===== src/rtl/fifo_pkg.sv =====
// fifo_pkg: shared defaults and width helper for the parametrised FIFO family.
package fifo_pkg;

    localparam int FIFO_DATA_W_DEF = 8;
    localparam int FIFO_DEPTH_DEF  = 64;

    function automatic int clog2(input int n);
        int r;
        r = 0;
        while ((1 << r) < n) r++;
        return r;
    endfunction

endpackage


===== src/rtl/fifo_mem_dp.sv =====
// fifo_mem_dp: DEPTH x DATA_W storage, synchronous write port, asynchronous read port.
module fifo_mem_dp
    import fifo_pkg::*;
#(
    parameter  int DATA_W = FIFO_DATA_W_DEF,
    parameter  int DEPTH  = FIFO_DEPTH_DEF,
    localparam int AW     = clog2(DEPTH)
) (
    input  logic              clk,
    input  logic              we_i,
    input  logic [AW-1:0]     waddr_i,
    input  logic [DATA_W-1:0] wdata_i,
    input  logic [AW-1:0]     raddr_i,
    output logic [DATA_W-1:0] rdata_o
);

    logic [DATA_W-1:0] mem_q [DEPTH];

    always_ff @(posedge clk) begin
        if (we_i) mem_q[waddr_i] <= wdata_i;
    end

    assign rdata_o = mem_q[raddr_i];

endmodule


===== src/rtl/sync_fifo_param.sv =====
// sync_fifo_param: single-clock FIFO with count-decoded flags, optional FWFT read
// mode and registered overflow/underflow pulses.
module sync_fifo_param
    import fifo_pkg::*;
#(
    parameter  int DATA_W    = FIFO_DATA_W_DEF,
    parameter  int DEPTH     = FIFO_DEPTH_DEF,
    parameter  int AF_THRESH = DEPTH - 4,
    parameter  int AE_THRESH = 4,
    parameter  bit FWFT      = 1'b0,
    localparam int AW        = clog2(DEPTH),
    localparam int CW        = AW + 1
) (
    input  logic              clk,
    input  logic              rst,
    input  logic              wr_en,
    input  logic [DATA_W-1:0] buf_in,
    input  logic              rd_en,
    output logic [DATA_W-1:0] buf_out,
    output logic              buf_empty,
    output logic              buf_full,
    output logic              almost_empty,
    output logic              almost_full,
    output logic [CW-1:0]     fifo_counter,
    output logic              overflow,
    output logic              underflow
);

    if (DEPTH < 2 || (DEPTH & (DEPTH - 1)) != 0 || AF_THRESH < 1 || AF_THRESH > DEPTH ||
        AE_THRESH < 0 || AE_THRESH > DEPTH - 1) begin : g_bad_params
        $error("sync_fifo_param: illegal DEPTH/threshold parameters");
    end

    logic [AW-1:0]     wrptr_q, wrptr_d, rdptr_q, rdptr_d;
    logic [CW-1:0]     count_q, count_d;
    logic [DATA_W-1:0] dout_q, dout_d, mem_rd;
    logic              ovf_q, unf_q, wr_acc, rd_acc;

    assign buf_empty    = count_q == '0;
    assign buf_full     = count_q == CW'(DEPTH);
    assign almost_empty = count_q <= CW'(AE_THRESH);
    assign almost_full  = count_q >= CW'(AF_THRESH);
    assign fifo_counter = count_q;
    assign overflow     = ovf_q;
    assign underflow    = unf_q;
    assign buf_out      = FWFT ? mem_rd : dout_q;

    // acceptance uses the pre-edge flags, so a full FIFO refuses writes even while popping
    assign wr_acc = wr_en && !buf_full && !rst;
    assign rd_acc = rd_en && !buf_empty;

    always_comb begin
        wrptr_d = wr_acc ? wrptr_q + AW'(1) : wrptr_q;
        rdptr_d = rd_acc ? rdptr_q + AW'(1) : rdptr_q;
        count_d = count_q + CW'(wr_acc) - CW'(rd_acc);
        dout_d  = rd_acc ? mem_rd : dout_q;
    end

    always_ff @(posedge clk) begin
        if (rst) begin
            wrptr_q <= '0;
            rdptr_q <= '0;
            count_q <= '0;
            dout_q  <= '0;
            ovf_q   <= 1'b0;
            unf_q   <= 1'b0;
        end else begin
            wrptr_q <= wrptr_d;
            rdptr_q <= rdptr_d;
            count_q <= count_d;
            dout_q  <= dout_d;
            ovf_q   <= wr_en && buf_full;
            unf_q   <= rd_en && buf_empty;
        end
    end

    fifo_mem_dp #(.DATA_W(DATA_W), .DEPTH(DEPTH)) u_mem (
        .clk     (clk),
        .we_i    (wr_acc),
        .waddr_i (wrptr_q),
        .wdata_i (buf_in),
        .raddr_i (rdptr_q),
        .rdata_o (mem_rd)
    );

endmodule

===== config.mk =====
export PLATFORM = sky130hd
export DESIGN_NAME = sync_fifo_param
export DESIGN_NICKNAME = d
export VERILOG_FILES = /design/src/rtl/fifo_pkg.sv /design/src/rtl/fifo_mem_dp.sv /design/src/rtl/sync_fifo_param.sv
export SDC_FILE = /design/constraint.sdc
export NUM_CORES = 1
export LEC_CHECK = 0
export CAP_MARGIN = 40
export CORE_UTILIZATION = 45
export DETAILED_ROUTE_END_ITERATION = 10
export PLACE_DENSITY_LB_ADDON = 0.2
export SETUP_SLACK_MARGIN = 0.5
export SLEW_MARGIN = 30
export SYNTH_ARGS = -nofsm -noshare
export SYNTH_HDL_FRONTEND = slang
export SYNTH_SLANG_ARGS = --single-unit

===== constraint.sdc =====
create_clock -name clk -period 3.3 [get_ports clk]
set_clock_uncertainty 0.2 [all_clocks]
set_input_delay 0.495 -clock clk [delete_from_list [all_inputs] [get_ports clk]]
set_output_delay 0.495 -clock clk [all_outputs]
set_load 0.01 [all_outputs]

; Word-level counts from Yosys, hierarchy flattened
; Memories as Yosys holds them, arrays and structs flattened. A register that Yosys moved wholly into a read port is not among the register bits.
; Index checks and enable logic that the tools add are counted.
[totals]
reg_bits = 21
mem_bits_rw = 512
out_inout_bits = 21
memories = 1
[op_classes]
n_addsub = 4
order_cmp = 2
n_eq_ne = 1
n_mux = 2
n_reduce_logical = 9
[mem_list]
columns = name, words, width, read_ports, rd_clocked_by_memory_dff, write_ports, line_no
row1 = u_mem.mem_q, 64, 8, 1, 1, 1, fifo_mem_dp.sv:17  ; logic [DATA_W-1:0] mem_q [DEPTH];
[ops]
columns = operator, count
row1 = $add A6 B1 Y6 const B, 2
row2 = $add A7 B1 Y7, 1
row3 = $eq A7 B7 Y1 const B, 1
row4 = $ge A7 B6 Y1 const B, 1
row5 = $le A7 B3 Y1 const B, 1
row6 = $logic_not A7 Y1, 1
row7 = $sub A7 B1 Y7, 1
row8 = $logic_and A1 B1 Y1, 5
row9 = $logic_not A1 Y1, 3
row10 = $mux W1, 2

; Logic depth before layout (Yosys ltp)
; Gate-level depths: netlist of the first run.
[logic_depth]
depth_word = 6
ltp_mapped = 15
mapped_depth_nobuf = 15

; Hierarchy
; Synthesis of the first run repeated with hierarchy kept, for this count alone.
[unflattened]
cells_unflattened = 1098
hier_area_um2 = 21623.2
[modules_own_cells]
columns = module, n_inst, cells_per_inst, area_per_inst_um2, seq_area_each_um2
row1 = fifo_mem_dp, 1, 932, 20006.7, 15374.7
row2 = sync_fifo_param, 1, 166, 1616.6, 580.6

; Least setup slack after synthesis of the first run
; Ideal clock, no wire load.
[synth_path]
path_type = register to register
from = register count_q[4] (netlist: fifo_counter[4])
to = register count_q[6] (netlist: fifo_counter[6])
setup_time_ns = 0.127
t_arrival_ns = 2.717
setup_slack_ns = 0.256
stages_incl_launch_ff = 16
synth_period_minus_slack_ns = 3.044
path_cell_list = dfxtp_1 inv_1 ha_1 nand4_1 nand2_1 clkinv_1 ha_1 inv_1 ha_1 fa_1 a21oi_1 o21bai_1 a21oi_1 o21bai_1 xor2_1 nor2_1
[synth_via]
word_cells_on_any_way = 9
cone_classes = add/sub: 2 / eq/ne: 1 / reduce/logical: 6
[synth_lines]
columns = element, line_no
row1 = start: declaration, sync_fifo_param.sv:35  ; logic [CW-1:0] count_q, count_d;
row2 = start signal: assignment, sync_fifo_param.sv:70  ; count_q <= count_d;
row3 = $logic_not A7 Y1, sync_fifo_param.sv:39  ; assign buf_empty = count_q == '0;
row4 = $logic_not A1 Y1, sync_fifo_param.sv:50  ; assign rd_acc = rd_en && !buf_empty;
row5 = $logic_and A1 B1 Y1, sync_fifo_param.sv:50
row6 = net rd_acc, sync_fifo_param.sv:37  ; logic ovf_q, unf_q, wr_acc, rd_acc;
row7 = $sub A7 B1 Y7, sync_fifo_param.sv:55  ; count_d = count_q + CW'(wr_acc) - CW'(rd_acc);
; The timed path passes the listed nets, and every way through them passes these cells.
; A chain may end at the register's enable or synchronous reset.

; Worst setup path after layout of the first run
[layout_path]
from = register count_q[3] (netlist: fifo_counter[3])
to = register count_q[6] (netlist: fifo_counter[6])
[layout_via]
elab_chain_len = 6
word_cells_on_any_way = 9
cone_classes = add/sub: 2 / eq/ne: 1 / reduce/logical: 6
[layout_rtl]
columns = element, line_no
row1 = $eq A7 B7 Y1, sync_fifo_param.sv:40  ; assign buf_full = count_q == CW'(DEPTH);
row2 = $logic_not A1 Y1, sync_fifo_param.sv:49  ; assign wr_acc = wr_en && !buf_full && !rst;
row3 = $logic_and A1 B1 Y1 (2 in series), sync_fifo_param.sv:49
row4 = $add A7 B1 Y7, sync_fifo_param.sv:55
row5 = $sub A7 B1 Y7 (*), sync_fifo_param.sv:55
; Every way passes the cells marked *; elsewhere a longest branch is shown, timed or not.

==> reports/metrics.cfg, run 1 <==
[run_status]
status=finished, violations left
violations=design-rule violations

[synth]
synth_edf_count=512
yosys_warnings=0
syn_area_sq_um=21310
avgSynthCellArea_sq_um=18.65
synth_flop_cell=edfxtp_1
synthCells=1143
yosysTopAreaCellShare_pct=72.13
synthTopCellsByArea=edfxtp_1 (72%), mux4_2 (8.6%), mux2i_1 (5.0%)
synthDistinctLibCells=54
synth_nets=1174
yosys.area.top_type=edfxtp_1
yosysSeqAreaShare_pct=74.86
async_flop_share_pct=0
ys_ff_latch=541

[cells_and_area]
area_growth_pct=17.60
antenna_cells=0
fin_util_pct=53.73
n_fill_cell=3691
nNetsFinal=1345
regArea_sq_um=15980
drive_gt1_share_pct=25.07
fin_cells=1959
multi_input_area_sq_um=5049

[global_route]
grt_use_total_pct=20.89
grt_pass1_wl_mm=72.77
antenna_found_initial=0
grt_pass1_vias=11140
grt_overflow_total=0
grt_max_degree=65

[route]
ant_nets=0
post_drt_via_cell_ratio=5.655
drc=4
wl_per_cell_um=25.14
finalWirelength_mm=49.25
vias=11080
drt_iter0_drc=1016
first_pass_iters=8

[place]
hpwlAfterDp_mm=31.66
placedCellCount=1846
io_buffers=32
gp_congestion=0.8073

[clocking]
cts-root-buf=clkbuf_16
cts_tree=built
clock_latency_ps=600
htree_levels=2
cts_buffers=54
cts.sinks=541
clk_pin_slew_ps=60
cts_max_path_buffers=3

[critical_path]
worstPathRequired_ps=3580
worstSetupEndpoint=fifo_counter[6]
cp.arrival_ps=3040
path_max_fanout=3
reg2reg_to=fifo_counter[6]
r2r-start=fifo_counter[3]
crit_path_start=fifo_counter[3]
endpoint_kind=flop
path_class=flop to flop
ff2ff_setup_slack_ps=540
rr_worst_depth=14
start_kind=flop

[worst_hold_path]
worstHoldPathCells=1
hold_path.class=primary input to flop

[timing]
slew-limit-headroom_pct=45.84
finalHoldViolations=0
fin_crit_ps=2757
max_freq_mhz=362.7
worst_pin_slew_ps=812.5
period_share_pct=83.54
setup_viol=0
maxSlewViolCount=0
fin_setup_tns_ps=0
rsz0062_at_grt=true

[floorplanning]
initial_core_util_pct=45.68
die_y_um=219.6
rows=79
die_w_um=219.6
ios=33
dieArea_sq_um=48240
core_sq_um=46650

[power_and_ir_drop]
p_sw_uw=4120
comb_power_share_pct=17.0
peakVddDrop_uv=343.8
p_int_uw=12670
power.density_nw_per_um2=670.0
pwr-share-clk_pct=36.8
leakagePower_uw=0.008048
p_sw_share_pct=24.53
p_seq_share_pct=46.2

[flow_run]
cap_violations=0

## per-layer routing
metal	wire, um	part of all wire (%)	GRT usage, %	vias up
li1	-	-	-	4945
met1	22060	45	29.75	5747
met2	23540	48	33.40	311
met3	2455	5.0	2.885	76
met4	1196	2.4	6.667	0
met5	0	0	0	-
## state kept, by name, summed over array words and instances (netlist names)
name	flops
fifo_counter	7
rdptr_q	6
overflow	1
u_mem.mem_q	512
wrptr_q	6
underflow	1
buf_out	8
## timing repair
item | 4_1_cts | 5_1_grt
hold buffers | 2 | 0
resized for setup | 9 | 12
hold endpoints to repair | 4 | 0
buffers inserted | 6 | 11
setup endpoints to repair | 7 | 21
pin swaps | 3 | 11
## cells in the mapped netlist (2+ instances only)
cell type,count
inv_1,13
clkbuf_1,23
or3_1,2
mux2i_1,107
o2bb2ai_1,14
nor3b_1,2
nand2b_1,2
o221ai_1,9
or3b_2,2
o22ai_1,22
o21bai_1,3
nor2_1,93
nand3_1,8
buf_2,21
xnor2_1,6
a32oi_1,6
dfxtp_1,29
nand2_1,28
nand3b_1,3
a21oi_1,18
a211oi_1,14
buf_4,10
nor4_1,2
nor2b_1,7
edfxtp_1,512
buf_6,3
mux4_2,81
o41ai_1,6
a22oi_1,8
xor2_1,8
or2_2,2
ha_1,18
buf_1,6
o21ai_0,31
nand4_1,5
## worst min-delay path by stage
stage               slack [ps]  startpoint            endpoint
floorplan                  290  rdptr_q[5]          rdptr_q[5]
global placement           300  rdptr_q[5]          rdptr_q[5]
detailed placement         320  wrptr_q[2]          wrptr_q[2]
CTS                        180   buf_in[6]  u_mem.mem_q[52][6]
global route               210   buf_in[6]  u_mem.mem_q[52][6]
finish                     210   buf_in[6]  u_mem.mem_q[52][6]
## cells by family after synthesis
logic type | Yosys count | share of synthesized area [%]
adders and majority gates | 19 | 1.151
DFF | 541 | 74.86
xor gates and xnor gates | 14 | 0.5753
and+or+nand+nor | 164 | 3.463
muxes | 190 | 13.76
buffers and inverters | 77 | 1.761
AOI/OAI and AO/OA | 138 | 4.432
## power groups by stage
stage / sequential, uW / clock, uW / combinational [uW]
floorplan: 7850 / 0 / 1750
global placement: 7930 / 0 / 2600
detailed placement: 7940 / 0 / 2610
CTS: 7760 / 6280 / 2760
global route: 7770 / 6520 / 3080
finish: 7760 / 6170 / 2860
## worst max-delay path, cell delays in order (launching register included)
cell and delay (ps):
dfxtp_4 370, inv_4 50, ha_4 160, a41oi_2 190
inv_1 110, ha_4 270, inv_1 40, ha_2 180
fa_2 360, a21oi_2 160, o21bai_2 100, a21oi_1 160
o21bai_1 100, xor2_1 150, nor2_1 60
## stage by stage
stage               total power, uW  instance area [sq um]  setup slack (ps)  hold WS (ps)
floorplan                      9607                  21330             511.9         286.2
global placement              10530                  23060             40.81         302.1
detailed placement            10540                  23060             4.819         319.2
CTS                           16800                  24940             484.2         180.4
global route                  17380                  25070             401.4         212.1
finish                        16790                  25070             543.3         206.6
## cell type report
cell class              count  area share (%)
inverters                  14          0.2496
clock inverters            29           1.373
repair buffers            178           5.815
flip-flops and latches    541           63.75
clock buffers              65           5.640
well taps                 607           3.030
multi-input cells         525           20.14
## layout by cell type (no fill, tap or decap), types with 14 or more instances in the layout
cell / count
edfxtp_1: 512
buf_4: 138
mux2i_1: 107
nor2_1: 92
mux4_2: 81
clkbuf_16: 55
o21ai_0: 31
nand2_1: 27
o22ai_1: 22
clkdlybuf4s50_1: 22
dfxtp_1: 21
a21oi_1: 17
o2bb2ai_1: 14
a211oi_1: 14
ha_1: 14
No activity file was read; power rests on OpenSTA's default activity.
==> run 2: changes to the inputs <==
Clock period 3.3 ns to 2.3 ns, I/O delays scaled along.
==> reports/metrics.cfg, run 2 (synthesized netlist as in run 1, its figures left out) <==
[timing]
fin_setup_tns_ps=-61900  ; -61900 ps
worst_slack_ps=-359.3  ; -902.6 ps
whs_ps=44.05  ; -162.5 ps
worst_pin_slew_ps=821.8  ; +9.285 ps
slew-limit-headroom_pct=45.22  ; -0.62 points
period_share_pct=115.6  ; +32 points
setup_viol=273  ; +273
rsz0062_at_grt=true
maxSlewViolCount=0  ; unchanged
max_freq_mhz=376.0  ; +3.7%
finalHoldViolations=0  ; unchanged
fin_crit_ps=2659  ; -97.39 ps

[critical_path]
reg2reg_to=fifo_counter[6]
path_max_fanout=3  ; unchanged
worstSetupEndpoint=fifo_counter[6]
crit_path_start=fifo_counter[3]
cp.arrival_ps=2940  ; -100 ps
r2r-start=fifo_counter[3]
path_class=flop to flop
rr_worst_depth=15  ; +1
worstPathRequired_ps=2580  ; -1000 ps
start_kind=flop
endpoint_kind=flop
ff2ff_setup_slack_ps=-360  ; -900 ps

[power_and_ir_drop]
peakVddDrop_uv=540.7  ; +57%
p_sw_uw=6338  ; +54%
power.density_nw_per_um2=936.6  ; +40%
leakagePower_uw=0.009044  ; +12%
p_sw_share_pct=24.34  ; -0.19 points
comb_power_share_pct=21.8  ; +4.8 points
p_int_uw=19700  ; +55%
p_seq_share_pct=42.6  ; -3.6 points
pwr-share-clk_pct=35.6  ; -1.2 points

[route]
ant_nets=0  ; unchanged
top_layer=met4
wl_per_cell_um=24.30  ; -3.3%
wl_met2_mm=24.61  ; +4.5%
vias=11430  ; +3.2%
finalWirelength_mm=50.33  ; +2.2%
met3WireLength_mm=2.594  ; +5.7%
drc=2  ; -2
met1_length_mm=21.85  ; -0.94%
drt_iter0_drc=856  ; -16%
first_pass_iters=8  ; unchanged
post_drt_via_cell_ratio=5.521  ; -2.4%

[cells_and_area]
final_common_cell=edfxtp_1
fin_util_pct=59.60  ; +5.9 points
nNetsFinal=1450  ; +7.8%
fin_cells=2071  ; +5.7%
drive_gt1_share_pct=38.93  ; +14 points
area_growth_pct=30.45
regMostFlops=u_mem.mem_q
final_cell_mix=edfxtp_1 (512), buf_4 (124), mux2i_1 (104)
largest_reg_flops=512  ; unchanged
antenna_cells=0  ; unchanged

[run_status]
status=finished, violations left
violations=design-rule violations, negative setup slack

[place]
io_buffers=32  ; unchanged
placedCellCount=1916  ; +3.8%
dp_slack_ps=-721.8  ; -726.6 ps
hpwlAfterDp_mm=31.80  ; +0.44%
gp_congestion=0.8311  ; +2.9%

[floorplanning]
core_sq_um=46650  ; unchanged
initial_core_util_pct=45.68  ; unchanged
die_y_um=219.6  ; unchanged
dieArea_sq_um=48240  ; unchanged
rows=79  ; unchanged
die_w_um=219.6  ; unchanged
ios=33  ; unchanged

[clocking]
clk_pin_slew_ps=60  ; about the same
cts.sinks=541  ; unchanged
cts_max_path_buffers=3  ; unchanged
htree_levels=2  ; unchanged
cts_buffers=56  ; +3.7%
clock_latency_ps=600  ; about the same
cts_tree=built
cts-root-buf=clkbuf_16

[global_route]
grt_overflow_total=0  ; unchanged
grt_pass1_wl_mm=74.72  ; +2.7%
grt_use_total_pct=21.47  ; +0.58 points
grt_pass1_vias=11820  ; +6.1%
grt_max_degree=65  ; unchanged
antenna_found_initial=1  ; +1

[flow_run]
cap_violations=0  ; unchanged

[worst_hold_path]
hold_path.class=primary input to flop

-- run 2: layout make-up --
cell class / count / area [sq um]
fillers: 3400 / 18850
flip-flops and latches: 541 / 15980
multi-input cells: 525 / 5837
repair buffers: 281 / 3256
clock buffers: 70 / 1506
well taps: 607 / 759.5
clock inverters: 33 / 386.6
inverters: 14 / 75.07
-- run 2: routing by layer --
layer | vias to the layer above | global-route usage [%]
li1 | 5175 | -
met1 | 5907 | 30.03
met2 | 277 | 34.46
met3 | 75 | 3.437
met4 | 0 | 7.103
met5 | - | 0
-- run 2: worst min path at each step --
stage	end	slack (ps)	startpoint	cells past startpoint
5_1_grt	u_mem.mem_q[34][7]	30	buf_in[7]	1
3_5_place_dp	wrptr_q[2]	340	wrptr_q[2]	2
3_3_place_gp	rdptr_q[5]	300	rdptr_q[5]	2
2_1_floorplan	u_mem.mem_q[0][0]	240	buf_in[0]	0
6_report	u_mem.mem_q[37][7]	40	buf_in[7]	1
4_1_cts	u_mem.mem_q[8][7]	8	buf_in[7]	1
-- run 2: through the flow --
step,power (uW),instance area [sq um]
floorplan,13950,21700
global placement,15900,24570
detailed placement,15940,24570
CTS,25850,27260
global route,26950,27800
finish,26040,27800
-- run 2: critical path, cell delays in order (launching register included) --
cell,delay (ps)
dfxtp_4,350
inv_4,60
ha_4,160
nand4_1,150
nand2_2,140
clkinv_4,60
ha_4,260
inv_2,40
ha_4,150
fa_2,340
a21oi_2,150
o21bai_1,90
a21oi_1,130
o21bai_1,80
xor2_1,130
nor2_1,50
-- run 2: what timing repair did --
action,4_1_cts,5_1_grt
cloned,2,0
gates resized for setup,139,90
hold buffers,1,0
setup endpoints to repair,554,557
setup buffers,26,23
pin swaps,31,37
endpoints found under the hold margin,4,0
-- run 2: power groups by stage --
stage          registers (uW)  clock network [uW]  logic (uW)
6_report                11100                9260        5680
5_1_grt                 11100                9800        6050
4_1_cts                 11100                9440        5310
3_5_place_dp            11400                   0        4590
3_3_place_gp            11400                   0        4550
2_1_floorplan           11300                   0        2650
